[config.mk]
export PLATFORM = sky130hd
export DESIGN_NAME = fm_modulator
export DESIGN_NICKNAME = d
export VERILOG_FILES = /design/src/rtl/fm_tx_pkg.sv /design/src/rtl/fm_interp.sv /design/src/rtl/fm_modulator.sv
export SDC_FILE = /design/constraint.sdc
export NUM_CORES = 1
export LEC_CHECK = 0
export ABC_AREA = 1
export CAP_MARGIN = 20
export CORE_ASPECT_RATIO = 1.2
export CORE_MARGIN = 3
export CORE_UTILIZATION = 41
export DETAILED_ROUTE_END_ITERATION = 8
export HOLD_SLACK_MARGIN = 0.15
export PLACE_DENSITY = 0.63
export SYNTH_ARGS = -nofsm -noshare
export SYNTH_HDL_FRONTEND = slang
export SYNTH_SLANG_ARGS = --single-unit
[constraint.sdc]
create_clock -name clk_in -period 6.3 [get_ports clk_in]
set_input_delay 0.63 -clock clk_in [delete_from_list [all_inputs] [get_ports clk_in]]
set_output_delay 0.63 -clock clk_in [all_outputs]
set_load 0.05 [all_outputs]
[src/rtl/fm_tx_pkg.sv]
// rtl/fm_tx_pkg.sv - shared types, default widths and helpers for the FM transmitter
package fm_tx_pkg;

    typedef enum logic [1:0] {IDLE, START, RUN, STOP} tx_state_t;

    localparam int PHASE_W_DEF = 32;
    localparam int AUDIO_W_DEF = 12;
    localparam int DEV_W_DEF   = 16;

    function automatic int sat_signed(input int value, input int width);
        int hi;
        int lo;
        hi = (1 << (width - 1)) - 1;
        lo = -(1 << (width - 1));
        if (value > hi) return hi;
        if (value < lo) return lo;
        return value;
    endfunction

endpackage

[src/rtl/fm_interp.sv]
// rtl/fm_interp.sv - one-entry audio buffer and linear interpolator to clock rate
module fm_interp
    import fm_tx_pkg::*;
#(
    parameter int AUDIO_W     = AUDIO_W_DEF,
    parameter int INTERP_LOG2 = 8
) (
    input  logic                      clk,
    input  logic                      rst,
    input  logic                      clear,
    input  logic                      run,
    input  logic                      active,
    input  logic signed [AUDIO_W-1:0] audio_in,
    input  logic                      audio_valid,
    output logic                      audio_ready,
    output logic signed [AUDIO_W-1:0] interp,
    output logic                      underrun,
    output logic                      seg_last
);
    localparam int STEP_W = AUDIO_W + 1;
    localparam int ACC_W  = AUDIO_W + 1 + INTERP_LOG2;

    logic signed [AUDIO_W-1:0] buf_data;
    logic                      buf_full;
    logic signed [AUDIO_W-1:0] target;
    logic signed [STEP_W-1:0]  step;
    logic signed [STEP_W-1:0]  step_next;
    logic signed [ACC_W-1:0]   acc;
    logic signed [ACC_W-1:0]   acc_int;
    logic [INTERP_LOG2-1:0]    seg_cnt;
    logic                      primed;

    assign audio_ready = run && !buf_full;
    assign seg_last    = (seg_cnt == {INTERP_LOG2{1'b1}});
    assign acc_int     = acc >>> INTERP_LOG2;
    assign interp      = AUDIO_W'(sat_signed(int'(acc_int), AUDIO_W));
    assign step_next   = $signed({buf_data[AUDIO_W-1], buf_data})
                       - $signed({target[AUDIO_W-1], target});

    always_ff @(posedge clk) begin
        if (rst || clear) begin
            buf_data <= '0;
            buf_full <= 1'b0;
            target   <= '0;
            step     <= '0;
            acc      <= '0;
            seg_cnt  <= '0;
            primed   <= 1'b0;
            underrun <= 1'b0;
        end else if (active) begin
            seg_cnt  <= seg_cnt + INTERP_LOG2'(1);
            acc      <= acc + {{INTERP_LOG2{step[STEP_W-1]}}, step};
            underrun <= 1'b0;
            if (seg_cnt == '0) begin
                // The first boundary after START can never have a sample buffered yet.
                primed <= 1'b1;
                if (run && buf_full) begin
                    step     <= step_next;
                    target   <= buf_data;
                    buf_full <= 1'b0;
                end else begin
                    step     <= '0;
                    underrun <= run && primed;
                end
            end
            if (audio_valid && audio_ready) begin
                buf_data <= audio_in;
                buf_full <= 1'b1;
            end
            if (!run) begin
                buf_full <= 1'b0;
            end
        end else begin
            underrun <= 1'b0;
        end
    end

endmodule

[src/rtl/fm_modulator.sv]
// rtl/fm_modulator.sv - FM transmitter: control FSM, deviation multiply and phase accumulator
module fm_modulator
    import fm_tx_pkg::*;
#(
    parameter int PHASE_W     = PHASE_W_DEF,
    parameter int AUDIO_W     = AUDIO_W_DEF,
    parameter int DEV_W       = DEV_W_DEF,
    parameter int INTERP_LOG2 = 8
) (
    input  logic                      clk_in,
    input  logic                      RST,
    input  logic                      tx_en,
    input  logic [PHASE_W-1:0]        carrier_fre,
    input  logic [DEV_W-1:0]          deviation,
    input  logic signed [AUDIO_W-1:0] audio_in,
    input  logic                      audio_valid,
    output logic                      audio_ready,
    output logic                      FM_OUT,
    output logic                      tx_active,
    output logic                      underrun
);
    localparam int PROD_W = AUDIO_W + DEV_W + 1;

    tx_state_t                 state;
    logic [PHASE_W-1:0]        carrier_l;
    logic [DEV_W-1:0]          dev_l;
    logic [PHASE_W-1:0]        fw;
    logic [PHASE_W-1:0]        phase;
    logic signed [PROD_W-1:0]  prod;
    logic signed [PROD_W-1:0]  prod_sh;
    logic signed [PROD_W-1:0]  interp_x;
    logic signed [PROD_W-1:0]  dev_x;
    logic signed [AUDIO_W-1:0] interp;
    logic                      seg_last;
    logic                      start;
    logic                      run;
    logic                      active;

    assign start    = (state == START);
    assign run      = (state == RUN);
    assign active   = run || (state == STOP);
    assign interp_x = {{(PROD_W-AUDIO_W){interp[AUDIO_W-1]}}, interp};
    assign dev_x    = {{(PROD_W-DEV_W){1'b0}}, dev_l};
    assign prod_sh  = prod >>> (AUDIO_W - 1);

    fm_interp #(
        .AUDIO_W     (AUDIO_W),
        .INTERP_LOG2 (INTERP_LOG2)
    ) u_interp (
        .clk         (clk_in),
        .rst         (RST),
        .clear       (start),
        .run         (run),
        .active      (active),
        .audio_in    (audio_in),
        .audio_valid (audio_valid),
        .audio_ready (audio_ready),
        .interp      (interp),
        .underrun    (underrun),
        .seg_last    (seg_last)
    );

    always_ff @(posedge clk_in) begin
        if (RST) begin
            state     <= IDLE;
            tx_active <= 1'b0;
            carrier_l <= '0;
            dev_l     <= '0;
            prod      <= '0;
            fw        <= '0;
            phase     <= '0;
            FM_OUT    <= 1'b0;
        end else begin
            case (state)
                IDLE: begin
                    if (tx_en) state <= START;
                end
                START: begin
                    carrier_l <= carrier_fre;
                    dev_l     <= deviation;
                    tx_active <= 1'b1;
                    state     <= RUN;
                end
                RUN: begin
                    if (!tx_en) state <= STOP;
                end
                STOP: begin
                    if (seg_last) begin
                        state     <= IDLE;
                        tx_active <= 1'b0;
                    end
                end
                default: state <= IDLE;
            endcase
            // Pipeline and phase run only while transmitting; leaving STOP parks them at zero.
            if (active && !(state == STOP && seg_last)) begin
                prod   <= interp_x * dev_x;
                fw     <= carrier_l + {{(PHASE_W-PROD_W){prod_sh[PROD_W-1]}}, prod_sh};
                phase  <= phase + fw;
                FM_OUT <= phase[PHASE_W-1];
            end else begin
                prod   <= '0;
                fw     <= '0;
                phase  <= '0;
                FM_OUT <= 1'b0;
            end
        end
    end

endmodule

After elaboration in Yosys (flattened, before gate mapping)
Cells that the tools add are included.

word-level totals
  register bits = 214
  word-level logic and storage cells = 75
  output and inout port bits = 4

cells by class
  reductions and logical operators = 21
  muxes and demuxes = 18
  multipliers = 1
  magnitude comparators = 2
  equal/unequal tests = 9
  add/sub/neg operators = 5
  bitwise logic cells = 3

operators with widths
  kind                                                                            count
  32-bit adder                                                                    2
  12-bit two-way mux                                                              3
  12-bit by 17-bit multiplier with 29-bit output                                  1
  21-bit adder                                                                    1
  13-bit by 12-bit > comparator with 1-bit output, second input constant          1
  13-bit by 12-bit less-than comparator with 1-bit output, second input constant  1
  13-bit two-way mux                                                              1
  12-bit by 12-bit subtractor with 13-bit output                                  1
  11-bit two-way mux                                                              1
  3-bit AND reduction                                                             3
  8-bit by 1-bit adder with 8-bit output, second input constant                   1
  8-bit == test, second input constant                                            1
  8-bit zero test                                                                 1
  1-bit two-way mux                                                               8
  2-bit one-hot mux with 4 select lines                                           1
  1-bit logical AND                                                               6
  2-bit two-way mux                                                               3
  2-bit inequality test, second input constant                                    3
  3-bit by 1-bit inequality test with 1-bit output, second input constant         2
  2-bit AND reduction                                                             3
  2-bit == test, second input constant                                            2
  4-bit OR reduction                                                              1
  1-bit inverter                                                                  3
  2-bit by 1-bit == test with 1-bit output, second input constant                 1
  other kinds (6)                                                                 8

Depth between registers and ports, before layout
Gate-level depths: netlist (run 1).

  word-level depth = 6
  depth in mapped cells = 29

Hierarchy
From an unflattened synthesis (run 1), not the netlist that was laid out.

second synthesis, totals
  cells, all modules = 2949
  area total of the unflattened synthesis = 19472.4 um^2

modules (own cells, without submodules)
  module        times used  sequential area each (um^2)  area an instance (um^2)  cells an instance
  fm_modulator  1           2682.6                       14833.0                  2210
  fm_interp     1           1381.3                       4639.4                   739

Worst setup path after synthesis (run 1)
OpenSTA, ideal clock, no wires.

  kind = register to register
  start = register u_interp.acc[20]
  end = register prod[25]
  buffers on the path = 3
  data arrival time = 4998 ps
  setup slack = 1187 ps
  library setup time = 115 ps
  period minus slack after synthesis = 5113 ps
  data required time = 6185 ps
  cell stages (with the launch flop) = 24
  cells stage by stage = dfxtp_1 > buf_4 > nor2_1 > inv_1 > buf_6 > a21oi_1 > buf_2 > nand2_1 > fa_1 > inv_1 > fa_1 > fa_1 > fa_1 > inv_1 > fa_1 > inv_1 > ha_1 > nand2_1 > nor2_1 > inv_1 > nor3_1 > nand3_1 > a21oi_1 > nor2_1

between the ends
  cells in the longest elaborated chain, start to end = 6
  elaborated cells on any way between the ends = 10

RTL lines
  item                                                                                                                               RTL line                          RTL
  from (decl)                                                                                                                        fm_interp.sv:28                   logic signed [ACC_W-1:0] acc;
  from (signal assigned)                                                                                                             fm_interp.sv:52                   acc <= acc + {{INTERP_LOG2{step[STEP_W-1]}}, step};
  13-bit by 12-bit > comparator with 1-bit output / 13-bit by 12-bit less-than comparator with 1-bit output (equally long branches)  fm_tx_pkg.sv:15, fm_tx_pkg.sv:16
  11-bit two-way mux / 1-bit two-way mux (equally long branches)                                                                     fm_tx_pkg.sv:15, fm_tx_pkg.sv:16
  12-bit two-way mux / 1-bit two-way mux (equally long branches)                                                                     fm_tx_pkg.sv:16                   if (value < lo) return lo;
  12-bit two-way mux                                                                                                                 fm_tx_pkg.sv:17                   return value;
  12-bit two-way mux *                                                                                                               fm_tx_pkg.sv:16
  12-bit by 17-bit multiplier with 29-bit output *                                                                                   fm_modulator.sv:97                prod <= interp_x * dev_x;
  to (signal assigned)                                                                                                               fm_modulator.sv:97
  to (decl)                                                                                                                          fm_modulator.sv:29                logic signed [PROD_W-1:0] prod;

Mark *: on every way between the ends. The rest lies on a longest branch, timed or not. The select of a mux whose other input is x is not followed.
A chain may end at the register's enable or synchronous reset.

Final worst setup path (run 1)
  start = register u_interp.acc[19]
  end = register prod[18]

Same word-level chain as after synthesis.

==> results of run 1 <==
[cell type report]
class / instances / area share
Multi-Input combinational cell: 2022 / 0.600
Tap cell: 616 / 0.0362
Clock inverter: 18 / 0.0114
Timing Repair Buffer: 83 / 0.0371
Clock buffer: 30 / 0.0317
Inverter: 528 / 0.0934
Sequential cell: 203 / 0.191
[power by group]
group | internal (mW) | total, mW | leakage (nW) | switching (mW)
logic | 1.40 | 4.26 | 8.56 | 2.86
registers | 1.53 | 1.78 | 1.65 | 0.253
clock network | 0.951 | 1.61 | 0.441 | 0.657
total | 3.88 | 7.65 | 10.6 | 3.77
[kinds of logic after synthesis]
group,count (synthesis),share of synthesized area
XOR/XNOR,25,0.0114
adder cells (fa/ha/maj),324,0.267
multiplexers,1,0.000521
flip-flops,203,0.212
AO/OA/AOI/OAI,429,0.124
buffers and inverters,596,0.122
AND/OR/NAND/NOR,1243,0.263
[sequential cells by signal, summed over array words and instances (netlist names)]
| name | cells |
|---|---|
| u_interp.seg_cnt | 8 |
| u_interp.buf_data | 12 |
| state | 2 |
| phase | 32 |
| u_interp.target | 12 |
| u_interp.buf_full | 1 |
| u_interp.underrun | 1 |
| dev_l | 16 |
| u_interp.acc | 21 |
| FM_OUT | 1 |
| tx_active | 1 |
| u_interp.step | 13 |
| u_interp.primed | 1 |
| fw | 32 |
| carrier_l | 32 |
| prod | 18 |
[per-stage QoR]
stage	std cells	util
floorplan	2821	-
global placement	3452	0.443
detailed placement	3452	0.443
CTS	3500	0.463
global route	3500	0.463
finish	3500	0.463
[layer usage]
layer	track usage	vias to the layer above
li1	-	8858
met1	0.259	8146
met2	0.406	410
met3	0.0213	126
met4	0.0857	0
met5	0	-
[worst min-delay path, stage by stage (launching register included)]
cell and delay [ns]:
dfxtp_1 0.33, inv_1 0.06, nor2_1 0.03
[how the worst min path moves through the flow]
stage                                        end  slack, ns
detailed placement             FM_OUT$_SDFF_PP0_       0.45
CTS                            FM_OUT$_SDFF_PP0_       0.45
global route                   FM_OUT$_SDFF_PP0_       0.47
finish                         FM_OUT$_SDFF_PP0_       0.45
floorplan                      FM_OUT$_SDFF_PP0_       0.42
global placement    u_interp.primed$_SDFFE_PP0P_       0.44
[cells in the mapped netlist, drive strengths merged, types with 4 or more instances]
| cell | n | area, um2 |
|---|---|---|
| nand4 | 15 | 100 |
| or2 | 4 | 25.0 |
| o21bai | 14 | 105 |
| inv | 527 | 1980 |
| nor2 | 362 | 1370 |
| o211ai | 5 | 37.5 |
| o21ai | 147 | 803 |
| xor2 | 17 | 149 |
| fa | 143 | 2860 |
| nand2 | 704 | 2680 |
| clkbuf | 31 | 118 |
| o21a | 5 | 37.5 |
| buf | 37 | 244 |
| nand3 | 117 | 636 |
| xnor2 | 8 | 70.1 |
| nor4 | 7 | 43.8 |
| ha | 181 | 2260 |
| dfxtp | 203 | 4060 |
| a21o | 5 | 37.5 |
| nor3 | 26 | 145 |
| a21oi | 248 | 1320 |
==> results_dict.tcl, run 1 <==
set metrics [dict create \
    dp_slack_ns 0.465 \
    avgRoutedWirePerCell_um 15.7 \
    r2r_end "prod[18]$_SDFF_PP0_" \
    holdWs_ns 0.450 \
    crit_buf_inv 6 \
    multi_input_area_um2 12800 \
    cp.depth 22 \
    cts.repair.resized 0 \
    drt-pass1-iter-count 6 \
    wl_mm 54.9 \
    syn_inst 2821 \
    cts_buffers 26 \
    finalSetupViolCount 0 \
    io_buffer_count 67 \
    rsz0062_at_grt "no" \
    worstRegToRegCells 22 \
    ir_drop_mv 0.207 \
    nets 3252 \
    max_stage_delay_ns 0.54 \
    grt_usage 0.219 \
    grt_pass1_wl_mm 88.3 \
    start_kind "flip-flop" \
    power_density_nw_per_um2 359 \
    fin_crit_ns 5.83 \
    layout_commonest_cell "nand2_1" \
    synth-seq-area-share 0.212 \
    drive_gt1_frac 0.0440 \
    async_flop_share 0 \
    cts.reportedPaths.clkPinSlew_ns 0.07 \
    layout.area.seq_um2 4060 \
    drt-vias-per-instance 5.01 \
    crit_type "flip-flop to flip-flop" \
    power.total_mw 7.65 \
    outcome "finished, final reports clean" \
    grt_remaining_overflow 0 \
    stdcell_area_um2 21300 \
    hold_buffers 0 \
    cp_max_fo 11 \
    r2r_slack_ns 0.47 \
    cap_violations 0 \
    p_leak_nw 10.6 \
    antenna_found_initial 0 \
    clkLatencyLatePin_ns 0.57 \
    slew_viol_final 0 \
    drt-met1-wl_mm 22.7 \
    post-route-period-util 0.925 \
    rows 86 \
    highest_layer "met4" \
    root_buffer "clkbuf_16" \
    area_growth_syn_to_layout_pct 11.1 \
    first_iter_violations 1151 \
    cp-end-kind "flip-flop" \
    setup_ws_ns 0.471 \
    start_util 0.417 \
    final_hold_viol_count 0 \
    tightestPinTransition_ns 0.808 \
    setup_tns_ns 0 \
    via_count 17500 \
    cts_buffer_depth 3 \
    cp-endpoint "prod[18]$_SDFF_PP0_" \
    wl_met2_mm 27.8 \
    cp.arrival_ns 6.30 \
    crit_path_start "u_interp.acc[19]$_SDFFE_PP0N_" \
    ys_dominant_reg_cell "dfxtp_1" \
    mostFrequentLayoutCells "nand2_1, inv_1, nor2_1" \
    synth-edff-count 0 \
    grt_max_degree 62 \
    crit_chain "inv_1, nor2_1, inv_1, a21oi_4, clkinvlp_4, nor2_1, fa_1, fa_1, fa_1, fa_1, inv_1, fa_1, inv_1, ha_1, nand2_1, o21ai_0, nand2_1, nand2_1, inv_1, nand2_1, o21ai_2, a21oi_1" \
    antenna_cells 0 \
    ys_ff_latch 203 \
    syn-cell-area_um2 19200 \
    postCtsSetupBuffers 0 \
    hold_path.class "flip-flop to flip-flop" \
    fmax_mhz 172 \
    relSlewSlack 0.461 \
    dpl_cell_area_um2 20400 \
    met3_length_mm 2.05 \
    fillers 4815 \
    hpwlAfterDp_mm 44.9 \
    route.detailed.drc 0 \
    pin_count 68 \
    fin_skew_ns 0.0255 \
    cts_tree "built" \
    h-tree-depth 1 \
    gp_congestion 0.976 \
    grt_pass1_vias 17300 \
    critPathSlowestCell "fa_1" \
    antenna_left 0 \
    die_h_um 243 \
    hp-start "phase[31]$_SDFF_PP0_" \
    crit_family "adder cells" \
    synth_warnings 0 \
    core_area_um2 46100 \
    rr_startpoint "u_interp.acc[19]$_SDFFE_PP0N_" \
    cts.sinks 203 \
    whs_path_depth 2 \
    syn_avg_cell_area_um2 6.81 \
    mappedNetlistNets 3209 \
    dieArea_um2 49500 \
    worst_ep_required_time_ns 6.77 \
    synth_cell_types 51 \
    die_w_um 204 \
]
No activity file was read; power rests on OpenSTA's default activity.
==> run 2, diff against run 1 <==
--- a/config.mk
+++ b/config.mk
@@ -10,9 +10,9 @@
 export CORE_ASPECT_RATIO = 1.2
 export CORE_MARGIN = 3
 export CORE_UTILIZATION = 41
+export CTS_BUF_LIST = sky130_fd_sc_hd__clkbuf_4 sky130_fd_sc_hd__clkbuf_8
 export DETAILED_ROUTE_END_ITERATION = 8
 export HOLD_SLACK_MARGIN = 0.15
-export PLACE_DENSITY = 0.63
 export SYNTH_ARGS = -nofsm -noshare
 export SYNTH_HDL_FRONTEND = slang
 export SYNTH_SLANG_ARGS = --single-unit
==> results_dict.tcl, run 2 (synthesis gave the netlist of run 1 again) <==
set metrics [dict create \
    post-route-util 0.462 \
    antenna_found_initial 1 \
    dp_slack_ns 0.404 \
    antenna_left 0 \
    avgRoutedWirePerCell_um 15.7 \
    sw_frac_of_total 0.495 \
    post-route-period-util 0.931 \
    pin_count 68 \
    rsz0062_at_grt "no" \
    p_leak_nw 10.7 \
    mostFrequentLayoutCells "nand2_1, inv_1, nor2_1" \
    holdWs_ns 0.455 \
    relSlewSlack 0.444 \
    drive_gt1_frac 0.0517 \
    grt_pass1_wl_mm 90.9 \
    worst_ep_required_time_ns 6.80 \
    first_iter_violations 1100 \
    max_stage_delay_ns 0.49 \
    clkLatencyLatePin_ns 0.63 \
    top_regs "carrier_l (32), fw (32), phase (32)" \
    nets 3265 \
    tightestPinTransition_ns 0.834 \
    combPwrFrac 0.563 \
    rows 86 \
    grt_pass1_vias 18000 \
    setup_tns_ns 0 \
    start_kind "flip-flop" \
    cp_max_fo 11 \
    fin_crit_ns 5.86 \
    critPathSlowestCell "fa_1" \
    cap_violations 0 \
    final_hold_viol_count 0 \
    drt-pass1-iter-count 6 \
    crit_type "flip-flop to flip-flop" \
    via_count 17500 \
    ir_drop_mv 0.248 \
    p_clk_frac 0.203 \
    slew_viol_final 0 \
    cts.reportedPaths.clkPinSlew_ns 0.06 \
    hold_path.class "flip-flop to flip-flop" \
    cp.arrival_ns 6.36 \
    fmax_mhz 171 \
    h-tree-depth 2 \
    fin_skew_ns 0.0563 \
    drt-vias-per-instance 4.96 \
    cts_buffers 40 \
    power_density_nw_per_um2 354 \
    die_w_um 204 \
    outcome "finished, final reports clean" \
    root_buffer "clkbuf_8" \
    gp_congestion 1.00 \
    grt_remaining_overflow 0 \
    cts_tree "built" \
    die_h_um 243 \
    layout_commonest_cell "nand2_1" \
    core_area_um2 46100 \
    cp_common_cell "inv_1" \
    dieArea_um2 49500 \
    io_buffer_count 67 \
    area_growth_syn_to_layout_pct 10.9 \
    hpwlAfterDp_mm 44.5 \
    grt_max_degree 66 \
    finalSetupViolCount 0 \
    grt_usage 0.227 \
    power.switching_mw 3.74 \
    wl_mm 55.2 \
    route.detailed.drc 0 \
    start_util 0.417 \
    cts.sinks 203 \
    setup_ws_ns 0.436 \
    sequentialPowerShare 0.234 \
    internal_power_mw 3.81 \
    cp-end-kind "flip-flop" \
    r2r_slack_ns 0.44 \
    cts_buffer_depth 3 \
]
[run 2: cell count changes in the layout (fill, tap and decap cells not counted), sizes merged]
cell and change:
clkbuf +28, diode +1, inv -3, clkinvlp -3
bufinv -1, buf -1
[run 2: layout make-up]
class                           instances  area, um2
Timing Repair Buffer                   82        783
Antenna cell                            1       2.50
Clock buffer                           58        742
Clock inverter                         11        154
Sequential cell                       203       4060
Tap cell                              616        771
Fill cell                            4870      24800
Inverter                              528       1990
Multi-Input combinational cell       2022      12800
[run 2: metal layers]
layer  GRT usage  wire (um)
met5           0          0
met4       0.104       2810
met3      0.0319       2260
met2       0.397      26600
met1       0.274      23600
[run 2: timing repair]
action | 4_1_cts | 5_1_grt
setup endpoints to repair | 0 | 3
hold buffers | 0 | 0
buffers inserted | 0 | 0
gates resized for setup | 0 | 1
[run 2: path summary, 6_finish.rpt]
kind / to / cells past startpoint / start
worst min-delay path: u_interp.seg_cnt[4]$_SDFFE_PP0N_ / 1 / u_interp.seg_cnt[3]$_SDFFE_PP0N_
worst max-delay path: prod[24]$_SDFF_PP0_ / 25 / u_interp.acc[19]$_SDFFE_PP0N_
worst max register to register: prod[24]$_SDFF_PP0_ / 25 / u_interp.acc[19]$_SDFFE_PP0N_
worst min register to register: u_interp.seg_cnt[4]$_SDFFE_PP0N_ / 1 / u_interp.seg_cnt[3]$_SDFFE_PP0N_
[run 2: power by group through the flow]
stage	clock (mW)	sequential [mW]	combinational (mW)
floorplan	0	1.65	3.18
CTS	1.59	1.76	4.28
detailed placement	0	1.79	4.25
global route	1.64	1.79	4.87
finish	1.53	1.77	4.25
global placement	0	1.79	4.22
[run 2: metrics by stage]
stage	cells	total power [mW]	area, um2
floorplan	2821	4.83	19200
global placement	3451	6.00	20400
detailed placement	3451	6.03	20400
CTS	3520	7.64	21300
global route	3521	8.30	21300
finish	3521	7.55	21300
[run 2: worst max-delay path: cells and delay by family, from the launching register on]
kind / cells / cell delay [ns]
and+or+nand+nor: 10 / 1.27
DFF: 1 / 0.37
adders and majority gates: 6 / 2.65
buffers and inverters: 8 / 1.07
AOI/OAI and AO/OA: 1 / 0.41
